--- config.mk ---
export PLATFORM = sky130hd
export DESIGN_NAME = led_pattern_gen_flat
export DESIGN_NICKNAME = d
export VERILOG_FILES = /design/src/rtl/led_pattern_gen_if.sv /design/src/rtl/led_pattern_gen.sv /design/src/flat_wrapper.sv
export SDC_FILE = /design/constraint.sdc
export NUM_CORES = 1
export LEC_CHECK = 0
export ABC_AREA = 1
export BUFFER_PORTS_ARGS = -buffer_cell sky130_fd_sc_hd__buf_2
export CORE_UTILIZATION = 49
export DETAILED_ROUTE_END_ITERATION = 10
export PLACE_DENSITY = 0.67
export SETUP_SLACK_MARGIN = 0.05
export SLEW_MARGIN = 20
export SYNTH_ARGS = -nofsm -noshare
export SYNTH_HDL_FRONTEND = slang
export SYNTH_SLANG_ARGS = --single-unit
--- constraint.sdc ---
create_clock -name clk -period 4.9 [get_ports clk]
set_clock_uncertainty 0.15 [all_clocks]
set_input_delay 0.245 -clock clk [delete_from_list [all_inputs] [get_ports clk]]
set_output_delay 0.245 -clock clk [all_outputs]
set_load 0.005 [all_outputs]
--- src/rtl/led_pattern_gen_if.sv ---
// Configuration and LED drive bundle for the LED pattern engine.
// master: control logic / switches side; slave: the pattern engine.
interface led_pattern_gen_if #(
    parameter int LED_NUM = 4,
    parameter int DIV_W   = 26
);
    logic               cfg_valid;
    logic [1:0]         cfg_mode;
    logic [DIV_W-1:0]   step_div;
    logic               pause;
    logic [LED_NUM-1:0] led;
    logic [1:0]         mode;
    logic               step_pulse;

    modport master (
        output cfg_valid, cfg_mode, step_div, pause,
        input  led, mode, step_pulse
    );

    modport slave (
        input  cfg_valid, cfg_mode, step_div, pause,
        output led, mode, step_pulse
    );
endinterface

--- src/rtl/led_pattern_gen.sv ---
// LED pattern engine: rotate, ping-pong, blink and binary count at a
// programmable step rate.
//
// Ping-pong direction FSM:
//   state      | meaning
//   DIR_LEFT   | lit LED moves towards the MSB on each step
//   DIR_RIGHT  | lit LED moves towards the LSB on each step
module led_pattern_gen #(
    parameter int LED_NUM = 4,
    parameter int DIV_W   = 26
) (
    input  logic              clk,
    input  logic              rst,
    led_pattern_gen_if.slave  bus
);
    typedef enum logic {DIR_LEFT, DIR_RIGHT} dir_t;

    localparam logic [LED_NUM-1:0] LED_ONE = LED_NUM'(1);

    logic [DIV_W-1:0]   div_cnt;
    dir_t               dir;
    dir_t               dir_nxt;
    logic [LED_NUM-1:0] led_q;
    logic [LED_NUM-1:0] led_nxt;
    logic [1:0]         mode_q;
    logic               pulse_q;
    logic               tick;

    // The >= compare lets a live drop of step_div below div_cnt end the step at once.
    assign tick = !bus.pause && (div_cnt >= bus.step_div);

    // Next pattern value for the active mode, applied only on a tick.
    always_comb begin
        led_nxt = led_q;
        dir_nxt = dir;
        case (mode_q)
            2'd0: led_nxt = {led_q[LED_NUM-2:0], led_q[LED_NUM-1]};
            2'd1: begin
                if (dir == DIR_LEFT) begin
                    if (led_q[LED_NUM-1]) begin
                        dir_nxt = DIR_RIGHT;
                        led_nxt = led_q >> 1;
                    end else begin
                        led_nxt = led_q << 1;
                    end
                end else begin
                    if (led_q[0]) begin
                        dir_nxt = DIR_LEFT;
                        led_nxt = led_q << 1;
                    end else begin
                        led_nxt = led_q >> 1;
                    end
                end
            end
            2'd2: led_nxt = ~led_q;
            default: led_nxt = led_q + LED_ONE;
        endcase
    end

    // Divider, config load and pattern step; config wins over a coincident tick.
    always_ff @(posedge clk) begin
        if (rst) begin
            div_cnt <= '0;
            dir     <= DIR_LEFT;
            led_q   <= LED_ONE;
            mode_q  <= 2'd0;
            pulse_q <= 1'b0;
        end else if (bus.cfg_valid) begin
            div_cnt <= '0;
            dir     <= DIR_LEFT;
            mode_q  <= bus.cfg_mode;
            pulse_q <= 1'b0;
            // Blink and count start dark; the single-LED patterns start at bit 0.
            led_q   <= bus.cfg_mode[1] ? '0 : LED_ONE;
        end else begin
            pulse_q <= tick;
            if (tick) begin
                div_cnt <= '0;
                led_q   <= led_nxt;
                dir     <= dir_nxt;
            end else if (!bus.pause) begin
                div_cnt <= div_cnt + DIV_W'(1);
            end
        end
    end

    assign bus.led        = led_q;
    assign bus.mode       = mode_q;
    assign bus.step_pulse = pulse_q;
endmodule

--- src/flat_wrapper.sv ---
// flat-port wrapper written by rule: the top's interface ports become plain ports
module led_pattern_gen_flat 
#(
    parameter int LED_NUM = 4,
    parameter int DIV_W   = 26
)
  (clk, rst, bus_cfg_valid, bus_cfg_mode, bus_step_div, bus_pause, bus_led, bus_mode, bus_step_pulse);
  led_pattern_gen_if #(.LED_NUM(LED_NUM), .DIV_W(DIV_W)) bus_i ();
  input  logic clk;
  input  logic rst;
  input wire logic [$bits(bus_i.cfg_valid)-1:0] bus_cfg_valid;
  input wire logic [$bits(bus_i.cfg_mode)-1:0] bus_cfg_mode;
  input wire logic [$bits(bus_i.step_div)-1:0] bus_step_div;
  input wire logic [$bits(bus_i.pause)-1:0] bus_pause;
  output wire logic [$bits(bus_i.led)-1:0] bus_led;
  output wire logic [$bits(bus_i.mode)-1:0] bus_mode;
  output wire logic [$bits(bus_i.step_pulse)-1:0] bus_step_pulse;
  assign bus_i.cfg_valid = bus_cfg_valid;
  assign bus_i.cfg_mode = bus_cfg_mode;
  assign bus_i.step_div = bus_step_div;
  assign bus_i.pause = bus_pause;
  assign bus_led = bus_i.led;
  assign bus_mode = bus_i.mode;
  assign bus_step_pulse = bus_i.step_pulse;
  led_pattern_gen #(.LED_NUM(LED_NUM), .DIV_W(DIV_W)) u_core (.clk(clk), .rst(rst), .bus(bus_i));
endmodule
After elaboration in Yosys (flattened, before gate mapping)
Index checks and enable logic that the tools add are counted.
{"block": "totals", "reg_bits": 34, "input_bits": 32, "out_inout_bits": 7, "elab_cells": 28}
{"block": "op_classes", "add_sub_neg": 2, "magnitude_cmp": 1, "n_eq_ne": 2, "n_mux": 10, "n_bitwise": 1, "reduce_logical": 7}
{"operator": "adder 26 x 1 -> 26 bit, second input constant", "count": 1}
{"operator": "greater-or-equal comparator 26 bit", "count": 1}
{"operator": "2-to-1 mux 4 bit", "count": 5}
{"operator": "one-hot mux 4 bit (3 select lines)", "count": 1}
{"operator": "adder 4 x 1 -> 4 bit, second input constant", "count": 1}
{"operator": "2-to-1 mux 1 bit", "count": 4}
{"operator": "NOT 4 bit", "count": 1}
{"operator": "OR reduction 3 bit", "count": 1}
{"operator": "equality test 2 x 1 -> 1 bit, second input constant", "count": 1}
{"operator": "equality test 2 bit, second input constant", "count": 1}
{"operator": "zero test 2 bit", "count": 1}
{"operator": "AND reduction 2 bit", "count": 1}
{"operator": "nonzero test 2 bit", "count": 1}
{"operator": "OR reduction 2 bit", "count": 1}
{"operator": "logical AND 1 bit", "count": 1}
{"operator": "zero test 1 bit", "count": 1}

Logic depth before layout (Yosys ltp)
{"block": "logic_depth", "word_depth": 5, "depth_mapped": 14, "mapped_depth_nobuf": 14}

Least setup slack after synthesis
Ideal clock, no wire load.
{"block": "synth_path", "path_type": "register to register", "start": "reg u_core.div_cnt[17]", "end": "reg u_core.div_cnt[23]", "setup_ps": 70, "arrival_ps": 1654, "required_time_ps": 4680, "slack_ps": 3026, "path_stages_with_launch": 11, "n_path_buf": 1, "synth_period_minus_slack_ps": 1874, "path_cell_list": "dfxtp_1 > ha_1 > a21o_1 > nor2_1 > nand2_1 > a21oi_2 > nand3_2 > nand2_4 > nand2_4 > buf_6 > a21oi_1"}
{"block": "synth_between", "elab_chain_len": 3, "elab_cells_between_ends": 4, "cone_classes": "add/sub (1); order compare (1); reduce/logical (2)"}
{"element": "start: declaration", "line": "led_pattern_gen.sv:20", "text": "logic [DIV_W-1:0] div_cnt;"}
{"element": "start signal: assignment", "line": "led_pattern_gen.sv:82", "text": "div_cnt <= div_cnt + DIV_W'(1);"}
{"element": "greater-or-equal comparator 26 bit", "line": "led_pattern_gen.sv:30", "text": "assign tick = !bus.pause && (div_cnt >= bus.step_div);"}
{"element": "logical AND 1 bit", "line": "led_pattern_gen.sv:30"}
{"element": "OR reduction 3 bit (no line)"}
Parallel ways exist; a longest one is shown, timed or not.
A chain may end at the register's enable or synchronous reset.

Worst setup path after layout
{"block": "layout_path", "start": "reg u_core.div_cnt[24]", "end": "reg u_core.div_cnt[22]"}
{"block": "layout_between", "elab_chain_len": 3}
{"element": "greater-or-equal comparator 26 bit", "line": "led_pattern_gen.sv:30"}
{"element": "logical AND 1 bit", "line": "led_pattern_gen.sv:30"}
{"element": "OR reduction 3 bit (no line)"}
No other way between the ends.

==> metrics.yaml <==
overflow: 0
track_usage: 0.221
slew_headroom: 0.648
peakVddDrop_mv: 0.107
cts.clk_slew.worst_paths_ns: 0.07
initial_utilization: 0.509
grt_max_degree: 27
min_to: "u_core.bus.mode[0]"
crit_arrival_ns: 2.25
cp_max_fo: 26
min_period_ns: 2.23
yosysMostFrequentCell: "nand2_1"
r2r-end: "u_core.div_cnt[22]"
reg2regPathDepth: 8
min_from: "rst"
avgViaCountPerCell: 5.00
cts_tree: "yes"
avgSynthCellArea_um2: 7.00
dieWidth_um: 74.6
rows: 26
yosys-top-cells-count: "nand2_1 (82), inv_1 (59), nor2_1 (41)"
synth_top_area_frac: 0.264
required_ns: 4.92
post_cts_buffers: 0
fmax_mhz: 449
drt-wirelength-per-cell_um: 11.6
fin_setup_tns_ns: 0
root_buffer: "clkbuf_8"
cts_resized: 0
async_flop_share: 0
ant_nets: 0
coreArea_mm2: 0.00507
io_pins: 39
endpoint_kind: "flop"
drc: 0
finalSetupViolCount: 0
fin_nets: 472
antenna_found_initial: 0
area_growth_pct: 13.3
place_hpwl_mm: 4.38
synth_edf_count: 0
drt_iter0_drc: 144
critPathKind: "reg -> reg"
synth-seq-area-share: 0.264
r2r-start: "u_core.div_cnt[24]"
grt_pass1_vias: 2127
hold_class: "in -> reg"
grt_pass1_wl_mm: 9.38
cp-start-kind: "flop"
hold_path_depth: 2
synth_flop_cell: "dfxtp_1"
syn_nets: 430
tightest_slew_ns: 0.523
report.final.slew_viol_count: 0
p_per_area_mw_per_mm2: 190
fin_crit_sh: 0.454
drive_gt1_frac: 0.163
die_h_um: 74.6
h-tree-depth: 2
cap_violations: 0
synth_area_leaders: "dfxtp_1 (26%), ha_1 (14%), nand2_1 (12%), inv_1 (8.6%), nor2_1 (6.0%)"
fp.dieArea_mm2: 0.00556
gp_congestion: 0.894
netlist_instances: 369
timing.hold.ws_ns: 0.0154
dr.pass1.iters: 4
vias: 2412
clk_latency_ns: 0.29
numCtsBuffers: 5
status: "completed"
yosys.area.top_type: "dfxtp_1"
r2r_slack_ns: 2.67
portBuffers: 38
hold_buffers: 0
finalPower_mw: 0.557
ys_warn_count: 0
diodes: 0
synthDistinctLibCells: 38
finalHoldViolCount: 0
rsz0062_at_grt: "no"
cts_num_sinks: 34
drt-total-wl_mm: 5.61
ys_ff_latch: 34
syn-cell-area_mm2: 0.00258
cts_buffer_depth: 2
p_leak_nw: 1.45
flip-flops by register name (all words and copies together) (netlist names):
name	flops
u_core.bus.led	4
u_core.div_cnt	26
u_core.bus.mode	2
u_core.bus.step_pulse	1
u_core.dir	1
through the flow:
step / setup slack, ns / std cells / util / cell area (um2)
5_1_grt: 2.47 / 482 / 0.576 / 2920
3_3_place_gp: 2.71 / 474 / 0.558 / 2830
4_1_cts: 2.68 / 482 / 0.576 / 2920
3_5_place_dp: 2.67 / 474 / 0.558 / 2830
6_report: 2.67 / 482 / 0.576 / 2920
2_1_floorplan: 3.03 / 369 / - / 2580
cell families (layout without fill, tap and decap cells):
kind of cell               count (synthesis)  in the layout  synth area share
and+or+nand+nor                          189            189             0.360
xor gates and xnor gates                  13             13            0.0441
AOI/OAI and AO/OA                         41             41            0.0940
buffers and inverters                     63            106            0.0979
adders and majority gates                 29             29             0.141
DFF                                       34             34             0.264
placed cells by master (no fill, tap or decap), drive strengths merged:
master,count
xor2,9
and2,1
nand3,16
clkbuf,7
a21o,3
o211ai,2
or2,3
o21ai,10
nor3,16
and3,1
a211oi,2
nand4,16
inv,59
nand3b,1
nor2,44
nand2,86
buf,38
o21a,1
nor4,5
a22oi,4
a21oi,17
a31oi,1
o21bai,1
ha,29
clkinv,2
xnor2,4
dfxtp,34
final cells by class:
type                            instances  area (um2)
Clock buffer                            7        86.3
Clock inverter                          1        5.00
Fill cell                             534        2150
Inverter                               60         226
Multi-Input combinational cell        272        1650
Sequential cell                        34         681
Tap cell                               70        87.6
Timing Repair Buffer                   38         190
critical path, cell delays in order, from the launching register on:
cell     delay [ns]
dfxtp_1        0.34
ha_1           0.29
nand2_1        0.09
nor4_1         0.51
nand2_1        0.12
nand3_2        0.16
nand2_4        0.09
nand2_4        0.26
nor2_1         0.09
worst max path at each step:
stage                              end  slack, ns               start
finish              u_core.div_cnt[22]       2.67  u_core.div_cnt[24]
global route        u_core.div_cnt[22]       2.47  u_core.div_cnt[17]
detailed placement  u_core.div_cnt[22]       2.67    bus_step_div[25]
CTS                 u_core.div_cnt[22]       2.68  u_core.div_cnt[24]
global placement    u_core.div_cnt[21]       2.71    bus_step_div[25]
floorplan           u_core.div_cnt[23]       3.03  u_core.div_cnt[17]
routing by layer:
layer,vias to the layer above,global-route usage,wire length (um),share of wire
met5,-,0,0,0
met1,1054,0.292,2800,0.50
met4,0,0.0650,71,0.013
met2,57,0.368,2530,0.45
met3,8,0.0407,209,0.037
li1,1293,-,-,-
report_power, final:
part	internal, mW	switching, mW	leakage, nW
Sequential	0.278	0.00431	0.275
Combinational	0.0234	0.0314	1.12
Clock	0.113	0.106	0.0482
Total	0.415	0.141	1.45
Power figures use the tool's default switching activity.
